===== config.mk =====
export PLATFORM = sky130hd
export DESIGN_NAME = nn_program_loader
export DESIGN_NICKNAME = d
export VERILOG_FILES = /design/src/rtl/nn_program_loader.sv
export SDC_FILE = /design/constraint.sdc
export NUM_CORES = 1
export LEC_CHECK = 0
export CAP_MARGIN = 30
export CORE_ASPECT_RATIO = 1.75
export CORE_UTILIZATION = 40
export CTS_BUF_LIST = sky130_fd_sc_hd__clkbuf_16
export CTS_CLUSTER_DIAMETER = 50
export DETAILED_ROUTE_END_ITERATION = 10
export PLACE_DENSITY_LB_ADDON = 0.05
export SETUP_SLACK_MARGIN = 0.02
export SYNTH_ARGS = -nofsm -noshare
export SYNTH_HDL_FRONTEND = slang
export SYNTH_SLANG_ARGS = --single-unit

===== constraint.sdc =====
create_clock -name CLK -period 3.1 [get_ports CLK]
set_input_delay 0.62 -clock CLK [delete_from_list [all_inputs] [get_ports CLK]]
set_output_delay 0.62 -clock CLK [all_outputs]
set_load 0.01 [all_outputs]

===== src/rtl/nn_program_loader.sv =====
// nn_program_loader
// Boot-time writer for the NN CPU instruction memory. Consumes a byte stream
// {count[15:8], count[7:0], 4 bytes per big-endian instruction, XOR checksum},
// writes each assembled word to consecutive addresses from 0, and keeps the CPU
// held until the checksum matches. It then releases the CPU with a one-cycle
// cpu_start.
//
// Ports:
//   CLK, RST_N         clock, synchronous active-low reset
//   rx_valid/rx_data   byte source, transfer when rx_valid & rx_ready
//   rx_ready           loader can take a byte (state-decoded)
//   load_req           restart request, honoured only in DONE / ERROR
//   im_we/im_addr/im_wdata  instruction memory write port (registered)
//   cpu_hold           1 = CPU must not fetch
//   cpu_start          one-cycle pulse on release of a verified image
//   done / err         load succeeded / failed
//   words_loaded       words written so far
module nn_program_loader #(
  parameter int BUS_WIDTH  = 32,
  parameter int ADDR_WIDTH = 8
) (
  input  logic                  CLK,
  input  logic                  RST_N,
  input  logic                  rx_valid,
  input  logic [7:0]            rx_data,
  output logic                  rx_ready,
  input  logic                  load_req,
  output logic                  im_we,
  output logic [ADDR_WIDTH-1:0] im_addr,
  output logic [BUS_WIDTH-1:0]  im_wdata,
  output logic                  cpu_hold,
  output logic                  cpu_start,
  output logic                  done,
  output logic                  err,
  output logic [ADDR_WIDTH:0]   words_loaded
);

  typedef enum logic [2:0] {
    S_HDR_HI, S_HDR_LO, S_WORD, S_CSUM, S_DONE, S_ERROR
  } state_t;

  // Largest legal count is the full memory depth.
  localparam logic [16:0] MAX_COUNT = 17'(1) << ADDR_WIDTH;

  state_t state_q, state_d;

  logic [15:0]           count_q, count_d;
  logic [1:0]            byte_idx_q, byte_idx_d;
  logic [23:0]           shift_q, shift_d;
  logic [7:0]            csum_q, csum_d;
  logic [ADDR_WIDTH:0]   words_q, words_d;
  logic                  im_we_q, im_we_d;
  logic [ADDR_WIDTH-1:0] im_addr_q, im_addr_d;
  logic [BUS_WIDTH-1:0]  im_wdata_q, im_wdata_d;
  logic                  cpu_hold_q, cpu_hold_d;
  logic                  cpu_start_q, cpu_start_d;
  logic                  done_q, done_d;
  logic                  err_q, err_d;

  logic                  accept;
  logic [15:0]           hdr_count;
  logic [ADDR_WIDTH:0]   words_inc;
  logic                  last_word;
  logic                  count_over;

  assign accept     = rx_valid & rx_ready;
  // Full count as it would be once the low header byte is taken.
  assign hdr_count  = {count_q[15:8], rx_data};
  assign count_over = ({1'b0, hdr_count} > MAX_COUNT);
  assign words_inc  = words_q + 1'b1;
  assign last_word  = (17'(words_inc) == {1'b0, count_q});

  // State register
  always_ff @(posedge CLK) begin
    if (!RST_N) state_q <= S_HDR_HI;
    else        state_q <= state_d;
  end

  // Next-state logic
  always_comb begin
    state_d = state_q;
    case (state_q)
      S_HDR_HI: if (accept) state_d = S_HDR_LO;
      S_HDR_LO: if (accept) begin
        if (count_over)            state_d = S_ERROR;
        else if (hdr_count == '0)  state_d = S_CSUM;
        else                       state_d = S_WORD;
      end
      S_WORD:   if (accept && byte_idx_q == 2'd3 && last_word) state_d = S_CSUM;
      S_CSUM:   if (accept) state_d = (rx_data == csum_q) ? S_DONE : S_ERROR;
      S_DONE,
      S_ERROR:  if (load_req) state_d = S_HDR_HI;
      default:  state_d = S_HDR_HI;
    endcase
  end

  // Output decode: only rx_ready is combinational, and only from the state.
  always_comb begin
    rx_ready = 1'b0;
    case (state_q)
      S_HDR_HI, S_HDR_LO, S_WORD, S_CSUM: rx_ready = 1'b1;
      default:                            rx_ready = 1'b0;
    endcase
  end

  // Datapath next-state
  always_comb begin
    count_d     = count_q;
    byte_idx_d  = byte_idx_q;
    shift_d     = shift_q;
    csum_d      = csum_q;
    words_d     = words_q;
    im_we_d     = 1'b0;
    im_addr_d   = im_addr_q;
    im_wdata_d  = im_wdata_q;
    cpu_hold_d  = cpu_hold_q;
    cpu_start_d = 1'b0;
    done_d      = done_q;
    err_d       = err_q;
    case (state_q)
      S_HDR_HI: if (accept) begin
        count_d[15:8] = rx_data;
        csum_d        = csum_q ^ rx_data;
      end
      S_HDR_LO: if (accept) begin
        count_d[7:0] = rx_data;
        csum_d       = csum_q ^ rx_data;
        byte_idx_d   = 2'd0;
        if (count_over) err_d = 1'b1;
      end
      S_WORD: if (accept) begin
        csum_d = csum_q ^ rx_data;
        if (byte_idx_q == 2'd3) begin
          im_wdata_d = {shift_q, rx_data};
          im_addr_d  = words_q[ADDR_WIDTH-1:0];
          im_we_d    = 1'b1;
          words_d    = words_inc;
          byte_idx_d = 2'd0;
        end else begin
          // Big-endian: earlier bytes move toward the top of the word.
          shift_d    = {shift_q[15:0], rx_data};
          byte_idx_d = byte_idx_q + 2'd1;
        end
      end
      S_CSUM: if (accept) begin
        if (rx_data == csum_q) begin
          done_d      = 1'b1;
          cpu_hold_d  = 1'b0;
          cpu_start_d = 1'b1;
        end else begin
          err_d = 1'b1;
        end
      end
      S_DONE, S_ERROR: if (load_req) begin
        done_d     = 1'b0;
        err_d      = 1'b0;
        words_d    = '0;
        csum_d     = '0;
        count_d    = '0;
        byte_idx_d = 2'd0;
        cpu_hold_d = 1'b1;
      end
      default: ;
    endcase
  end

  always_ff @(posedge CLK) begin
    if (!RST_N) begin
      count_q     <= '0;
      byte_idx_q  <= 2'd0;
      shift_q     <= '0;
      csum_q      <= '0;
      words_q     <= '0;
      im_we_q     <= 1'b0;
      im_addr_q   <= '0;
      im_wdata_q  <= '0;
      cpu_hold_q  <= 1'b1;
      cpu_start_q <= 1'b0;
      done_q      <= 1'b0;
      err_q       <= 1'b0;
    end else begin
      count_q     <= count_d;
      byte_idx_q  <= byte_idx_d;
      shift_q     <= shift_d;
      csum_q      <= csum_d;
      words_q     <= words_d;
      im_we_q     <= im_we_d;
      im_addr_q   <= im_addr_d;
      im_wdata_q  <= im_wdata_d;
      cpu_hold_q  <= cpu_hold_d;
      cpu_start_q <= cpu_start_d;
      done_q      <= done_d;
      err_q       <= err_d;
    end
  end

  assign im_we        = im_we_q;
  assign im_addr      = im_addr_q;
  assign im_wdata     = im_wdata_q;
  assign cpu_hold     = cpu_hold_q;
  assign cpu_start    = cpu_start_q;
  assign done         = done_q;
  assign err          = err_q;
  assign words_loaded = words_q;

endmodule


==> results of run 1 <==
critical path, stage by stage:
cell and delay [ns]:
sky130_fd_sc_hd__clkdlybuf4s50_1 0.43, sky130_fd_sc_hd__inv_2 0.07, sky130_fd_sc_hd__nor2_1 0.05, sky130_fd_sc_hd__or4_1 0.55
sky130_fd_sc_hd__nor4_2 0.45, sky130_fd_sc_hd__o211ai_1 0.19, sky130_fd_sc_hd__a21o_1 0.20
worst paths after layout:
path | start | to | slack [ns] | cells past startpoint
worst min-delay path | im_wdata[22]$_SDFFE_PN0P_ | im_wdata[22]$_SDFFE_PN0P_ | 0.46 | 2
worst max register to register | count_q[11]$_SDFFE_PN0P_ | state_q[0]$_SDFFE_PN0P_ | 0.99 | 6
worst min register to register | im_wdata[22]$_SDFFE_PN0P_ | im_wdata[22]$_SDFFE_PN0P_ | 0.46 | 2
worst max-delay path | rx_data[5] | cpu_hold$_SDFFE_PN1P_ | 0.77 | 7
area by class of cell:
cell class,instances,area share [%]
Multi-Input combinational cell,418,40.7
Timing Repair Buffer,80,13.5
Clock buffer,9,3.92
Clock inverter,7,1.31
Sequential cell,107,37.3
Tap cell,132,2.88
Inverter,6,0.392
report_power, final:
part           internal, uW  total (uW)  switching, uW
logic                   125         275            150
clock network           633        1160            528
registers              1410        1450           37.3
total                  2170        2880            716
synthesized netlist by cell type (3+ instances only):
master,n
sky130_fd_sc_hd__buf_2,6
sky130_fd_sc_hd__dfxtp_1,107
sky130_fd_sc_hd__xor2_1,5
sky130_fd_sc_hd__clkbuf_1,29
sky130_fd_sc_hd__a21boi_1,4
sky130_fd_sc_hd__buf_1,4
sky130_fd_sc_hd__a21oi_1,17
sky130_fd_sc_hd__or4_1,3
sky130_fd_sc_hd__nand3_1,24
sky130_fd_sc_hd__a21boi_0,77
sky130_fd_sc_hd__nand2b_1,11
sky130_fd_sc_hd__and2_1,3
sky130_fd_sc_hd__nor3_1,7
sky130_fd_sc_hd__and3_1,5
sky130_fd_sc_hd__inv_1,4
sky130_fd_sc_hd__a22oi_1,4
sky130_fd_sc_hd__nand2_1,162
sky130_fd_sc_hd__xnor2_1,14
sky130_fd_sc_hd__nor4_1,3
sky130_fd_sc_hd__nor2b_1,21
sky130_fd_sc_hd__nor2_1,10
sky130_fd_sc_hd__o21ai_0,15
sky130_fd_sc_hd__nor3b_1,7
cells by family (layout without fill, tap and decap cells):
| kind of cell | count (synthesis) | after routing | share of synthesized area (%) |
|---|---|---|---|
| AO/OA/AOI/OAI | 131 | 131 | 19.6 |
| flip-flops | 107 | 107 | 45.9 |
| multiplexers | 1 | 1 | 0.214 |
| buffers and inverters | 47 | 102 | 4.10 |
| XOR/XNOR | 19 | 19 | 3.56 |
| adder cells (fa/ha/maj) | 2 | 2 | 0.536 |
| AND/OR/NAND/NOR | 265 | 265 | 26.2 |
sequential cells by signal (all words and copies together) (netlist names):
name,count
count_q,16
csum_q,8
im_we,1
words_loaded,9
cpu_hold,1
shift_q,24
im_addr,8
err,1
done,1
im_wdata,32
cpu_start,1
state_q,3
byte_idx_q,2
layer usage:
layer / GRT usage (%) / wire length [um]
met1: 21.3 / 4760
met3: 3.47 / 278
met2: 35.2 / 6150
met5: 0 / 0
met4: 7.03 / 206
metrics by stage:
step	hold WS, ns	cell area [sq um]
global placement	0.451	5440
finish	0.463	5740
global route	0.483	5740
floorplan	0.441	4670
detailed placement	0.459	5440
CTS	0.469	5740
==> flow_metrics.tcl, run 1 <==
set metrics [dict create \
    layout_worst_path_cycle_share_pct 75.1 \
    timing.final.setup_violations 0 \
    power.ir.vdd_worst_uv 273 \
    synth_enable_flop_cells 0 \
    setup_tns_ns 0 \
    clk_pin_slew_ns 0.07 \
    count_of_input_and_output_buffers 66 \
    yosys.cell_types.count 47 \
    layout_setup_ws_ns 0.771 \
    layout.cells.most_common_list "sky130_fd_sc_hd__nand2_1, sky130_fd_sc_hd__dfxtp_1, sky130_fd_sc_hd__a21boi_0" \
    power_per_cell_area_mw_per_mm2 502 \
    grt_first_pass_wirelength_um 18400 \
    timing.critical_path.arrival_ns 2.56 \
    leakagePower_uw 0.00192 \
    drc 0 \
    layout-drive-gt1-share_pct 5.58 \
    multiInputGateArea_sq_mm 0.00234 \
    design_power_total_uw 2880 \
    critPathRequiredTime_ns 3.33 \
    ys_seq_area_share_pct 45.9 \
    first_iter_violations 132 \
    fin_cells 759 \
    critical_path_class "in2reg" \
    rel_slew_slack_pct 53.0 \
    num-fill-cells 1124 \
    finalHoldViolCount 0 \
    clkLatencyLatePin_ns 0.34 \
    cts.repair.resized 0 \
    synthesis.instances 572 \
    mostFrequentLayoutCell "sky130_fd_sc_hd__nand2_1" \
    grt_setup_unrepaired "false" \
    timing.clock.skew_ns 0.00780 \
    post_synth_main_area_contributors "sky130_fd_sc_hd__dfxtp_1, sky130_fd_sc_hd__nand2_1, sky130_fd_sc_hd__a21boi_0" \
    cell_chosen_for_the_clock_root "sky130_fd_sc_hd__clkbuf_16" \
    antennaDiodeCount 0 \
    post-place-ws_ns 0.411 \
    syn-num-nets 586 \
    min_period_ns 2.33 \
    synthesis.yosys.warnings 0 \
    route.final.wire_length_um 11400 \
    dominantRegCellSynth "sky130_fd_sc_hd__dfxtp_1" \
    regArea_sq_mm 0.00214 \
    critical_path.startpoint_type "input pin" \
    hold_buffers 0 \
    post_synth_instance_area_sq_mm 0.00467 \
    area_delta_synth_final_pct 22.9 \
    finalCoreUtilization_pct 51.1 \
    maxCapViolCount 0 \
    maximum_number_of_pins_on_one_net_before_global_route_repair 56 \
    endpoint_kind "flop" \
    core_area_sq_mm 0.0112 \
    cts_tree "done" \
    first_global_vias 3743 \
    design.die.area_sq_mm 0.0121 \
    proportion_of_netlist_area_held_by_the_largest_area_contributor_pct 45.9 \
    cts-root-to-sink-buffers 2 \
    wl_per_cell_um 15.0 \
    die_x_um 83.7 \
    placementRows 51 \
    worstPathMaxFanout 4 \
    gr-usage-all-layers_pct 19.1 \
    register_bit_total_from_synthesis 107 \
    antenna_found_initial 0 \
    post-place-cells 743 \
    fin_nets 636 \
    hpwlAfterDp_um 7870 \
    drt_pre_antenna_iters 5 \
    max_clock_freq_ghz 0.429 \
    antenna_violating_nets_post_route 0 \
    route.vias.total 3939 \
    synthArstFlopShare_pct 0 \
    synth_area_leader_cell "sky130_fd_sc_hd__dfxtp_1" \
    avgViaCountPerCell 5.19 \
    htree_num_levels 3 \
    run_status "complete, no violations" \
    cts_inserted_buffers 9 \
    initial_utilization_pct 41.6 \
    chipHeight_um 145 \
    postCtsSetupRepairBufs 0 \
    hold_class "reg2reg" \
    clkSinkCount 107 \
    timing_max_transition_violations_final 0 \
    worst_pin_slew_ns 0.705 \
    post_synth.cell_area_avg_sq_um 8.17 \
    grt_overflow 0 \
    floorplan.io_pins 67 \
    place.gp.congestion 0.801 \
]
(Power assumes the default switching activity.)
==> run 2: changes to the inputs <==
==> constraint.sdc (replaced) <==
create_clock -name CLK -period 1.85 [get_ports CLK]
set_input_delay 0.37 -clock CLK [delete_from_list [all_inputs] [get_ports CLK]]
set_output_delay 0.37 -clock CLK [all_outputs]
set_load 0.01 [all_outputs]
==> flow_metrics.tcl, run 2 (synthesized netlist as in run 1, its figures left out) <==
set metrics [dict create \
    run_status "finished with violations" \
    violations "negative setup slack" \
    core_area_sq_mm 0.0112 \
    die_x_um 83.7 \
    grt_overflow 0 \
    post-place-ws_ns -0.464 \
    htree_num_levels 3 \
    largest_register_ff_count 32 \
    chipHeight_um 145 \
    timing_max_transition_violations_final 0 \
    ff2ff_path_depth 6 \
    drt_pre_antenna_iters 4 \
    cell_chosen_for_the_clock_root "sky130_fd_sc_hd__clkbuf_16" \
    clkLatencyLatePin_ns 0.34 \
    hold_class "in2reg" \
    grt_setup_unrepaired "true" \
    maximum_number_of_pins_on_one_net_before_global_route_repair 43 \
    mostFrequentLayoutCell "sky130_fd_sc_hd__nand2_1" \
    area_delta_synth_final_pct 29.3 \
    worstPathMaxFanout 2 \
    design_power_total_uw 4740 \
    fin_nets 671 \
    critPathRequiredTime_ns 2.14 \
    design.die.area_sq_mm 0.0121 \
    worst_hold_startpoint "RST_N" \
    gr-usage-all-layers_pct 20.2 \
    power.ir.vdd_worst_uv 614 \
    critical_path.startpoint_type "flop" \
    floorplan.io_pins 67 \
    timing.hold.worst_endpoint "err$_SDFFE_PN0P_" \
    clkSinkCount 107 \
    layout-drive-gt1-share_pct 12.2 \
    route.vias.total 4033 \
    layout_setup_ws_ns -0.115 \
    first_global_vias 3971 \
    timing.critical_path.arrival_ns 2.25 \
    drc 0 \
    antenna_found_initial 0 \
    worst_pin_slew_ns 0.425 \
    grt_first_pass_wirelength_um 19800 \
    cts_tree "done" \
    hpwlAfterDp_um 8370 \
    antenna_violating_nets_post_route 0 \
    antennaDiodeCount 0 \
    leakagePower_uw 0.00211 \
    reg2reg_setup_slack_ns -0.12 \
    placementRows 51 \
    min_period_ns 1.97 \
    clk_pin_slew_ns 0.07 \
    setup_tns_ns -0.115 \
    timing.final.setup_violations 1 \
    max_clock_freq_ghz 0.509 \
    cts_inserted_buffers 9 \
    maxCapViolCount 0 \
    initial_utilization_pct 41.6 \
    critical_path_class "reg2reg" \
    multiInputGateArea_sq_mm 0.00237 \
    count_of_input_and_output_buffers 66 \
    finalHoldViolCount 0 \
    avgViaCountPerCell 5.08 \
    power_per_cell_area_mw_per_mm2 785 \
    num-fill-cells 1097 \
    layout_worst_path_cycle_share_pct 106 \
    worstReg2RegEnd "state_q[0]$_SDFFE_PN0P_" \
    layout.cells.most_common_list "sky130_fd_sc_hd__nand2_1, sky130_fd_sc_hd__dfxtp_1, sky130_fd_sc_hd__a21boi_0" \
    first_iter_violations 223 \
    critical-path-top-cell-by-count "sky130_fd_sc_hd__or4_4" \
    rel_slew_slack_pct 71.6 \
    wl_per_cell_um 14.8 \
    worst_path_max_delay_cell "sky130_fd_sc_hd__or4_4" \
    crit_path_max_incr_delay_ns 0.53 \
    reg2reg_from "count_q[11]$_SDFFE_PN0P_" \
    timing.clock.skew_ns 0.00520 \
    place.gp.congestion 0.864 \
    hold_path_depth 3 \
    postCtsSetupRepairBufs 0 \
    endpoint_kind "flop" \
    regArea_sq_mm 0.00214 \
    timing.critical_path.cells "or4_4 -> or4_4 -> nor3_2 -> o21ai_1 -> o41ai_2 -> a32o_1" \
    route.final.wire_length_um 11800 \
    cts-root-to-sink-buffers 2 \
]
## run 2: final cells by class
class / count / share of cell area, %
Tap cell: 132 / 2.73
Multi-Input combinational cell: 418 / 39.3
Clock inverter: 7 / 0.746
Inverter: 6 / 0.373
Sequential cell: 107 / 35.5
Timing Repair Buffer: 115 / 17.7
Clock buffer: 9 / 3.73
## run 2: through the flow
stage,hold WS (ns),cells,cell area [sq um],util (%)
6_report,0.360,794,6040,53.8
5_1_grt,0.390,794,6040,53.8
4_1_cts,0.352,794,6020,53.6
3_5_place_dp,0.451,778,5740,51.1
3_3_place_gp,0.449,778,5740,51.1
2_1_floorplan,0.441,572,4670,-
## run 2: repair_timing
action	in CTS	in global routing
gates resized for setup	8	7
hold buffers	0	0
pin swaps	5	2
endpoints found under the setup margin	4	17
## run 2: power by group
part | leakage (uW) | switching (uW) | internal, uW
registers | 0.000866 | 63.5 | 2360
logic | 0.00111 | 268 | 261
clock network | 0.000141 | 872 | 912
## run 2: worst max-delay path: cells and delay by family (launching register included)
kind | cells | cell delay [ns]
AO/OA/AOI/OAI | 3 | 0.47
flip-flops | 1 | 0.31
AND/OR/NAND/NOR | 3 | 1.14
## run 2: worst max-delay path by stage
stage | end | cells after the start | from | slack [ns]
floorplan | state_q[0]$_SDFFE_PN0P_ | 6 | count_q[11]$_SDFFE_PN0P_ | 0.02
global placement | cpu_hold$_SDFFE_PN1P_ | 8 | rx_data[0] | -0.34
detailed placement | cpu_hold$_SDFFE_PN1P_ | 8 | rx_data[0] | -0.46
CTS | state_q[0]$_SDFFE_PN0P_ | 6 | count_q[11]$_SDFFE_PN0P_ | -0.13
global route | state_q[0]$_SDFFE_PN0P_ | 6 | count_q[11]$_SDFFE_PN0P_ | -0.19
finish | state_q[0]$_SDFFE_PN0P_ | 6 | count_q[11]$_SDFFE_PN0P_ | -0.12
## run 2: metal layers
metal / track usage, % / part of all wire, % / vias up
li1: - / - / 2086
met3: 2.33 / 2.0 / 11
met4: 6.95 / 1.6 / 0
met5: 0 / 0 / -
met2: 36.5 / 53 / 51
met1: 24.4 / 43 / 1885
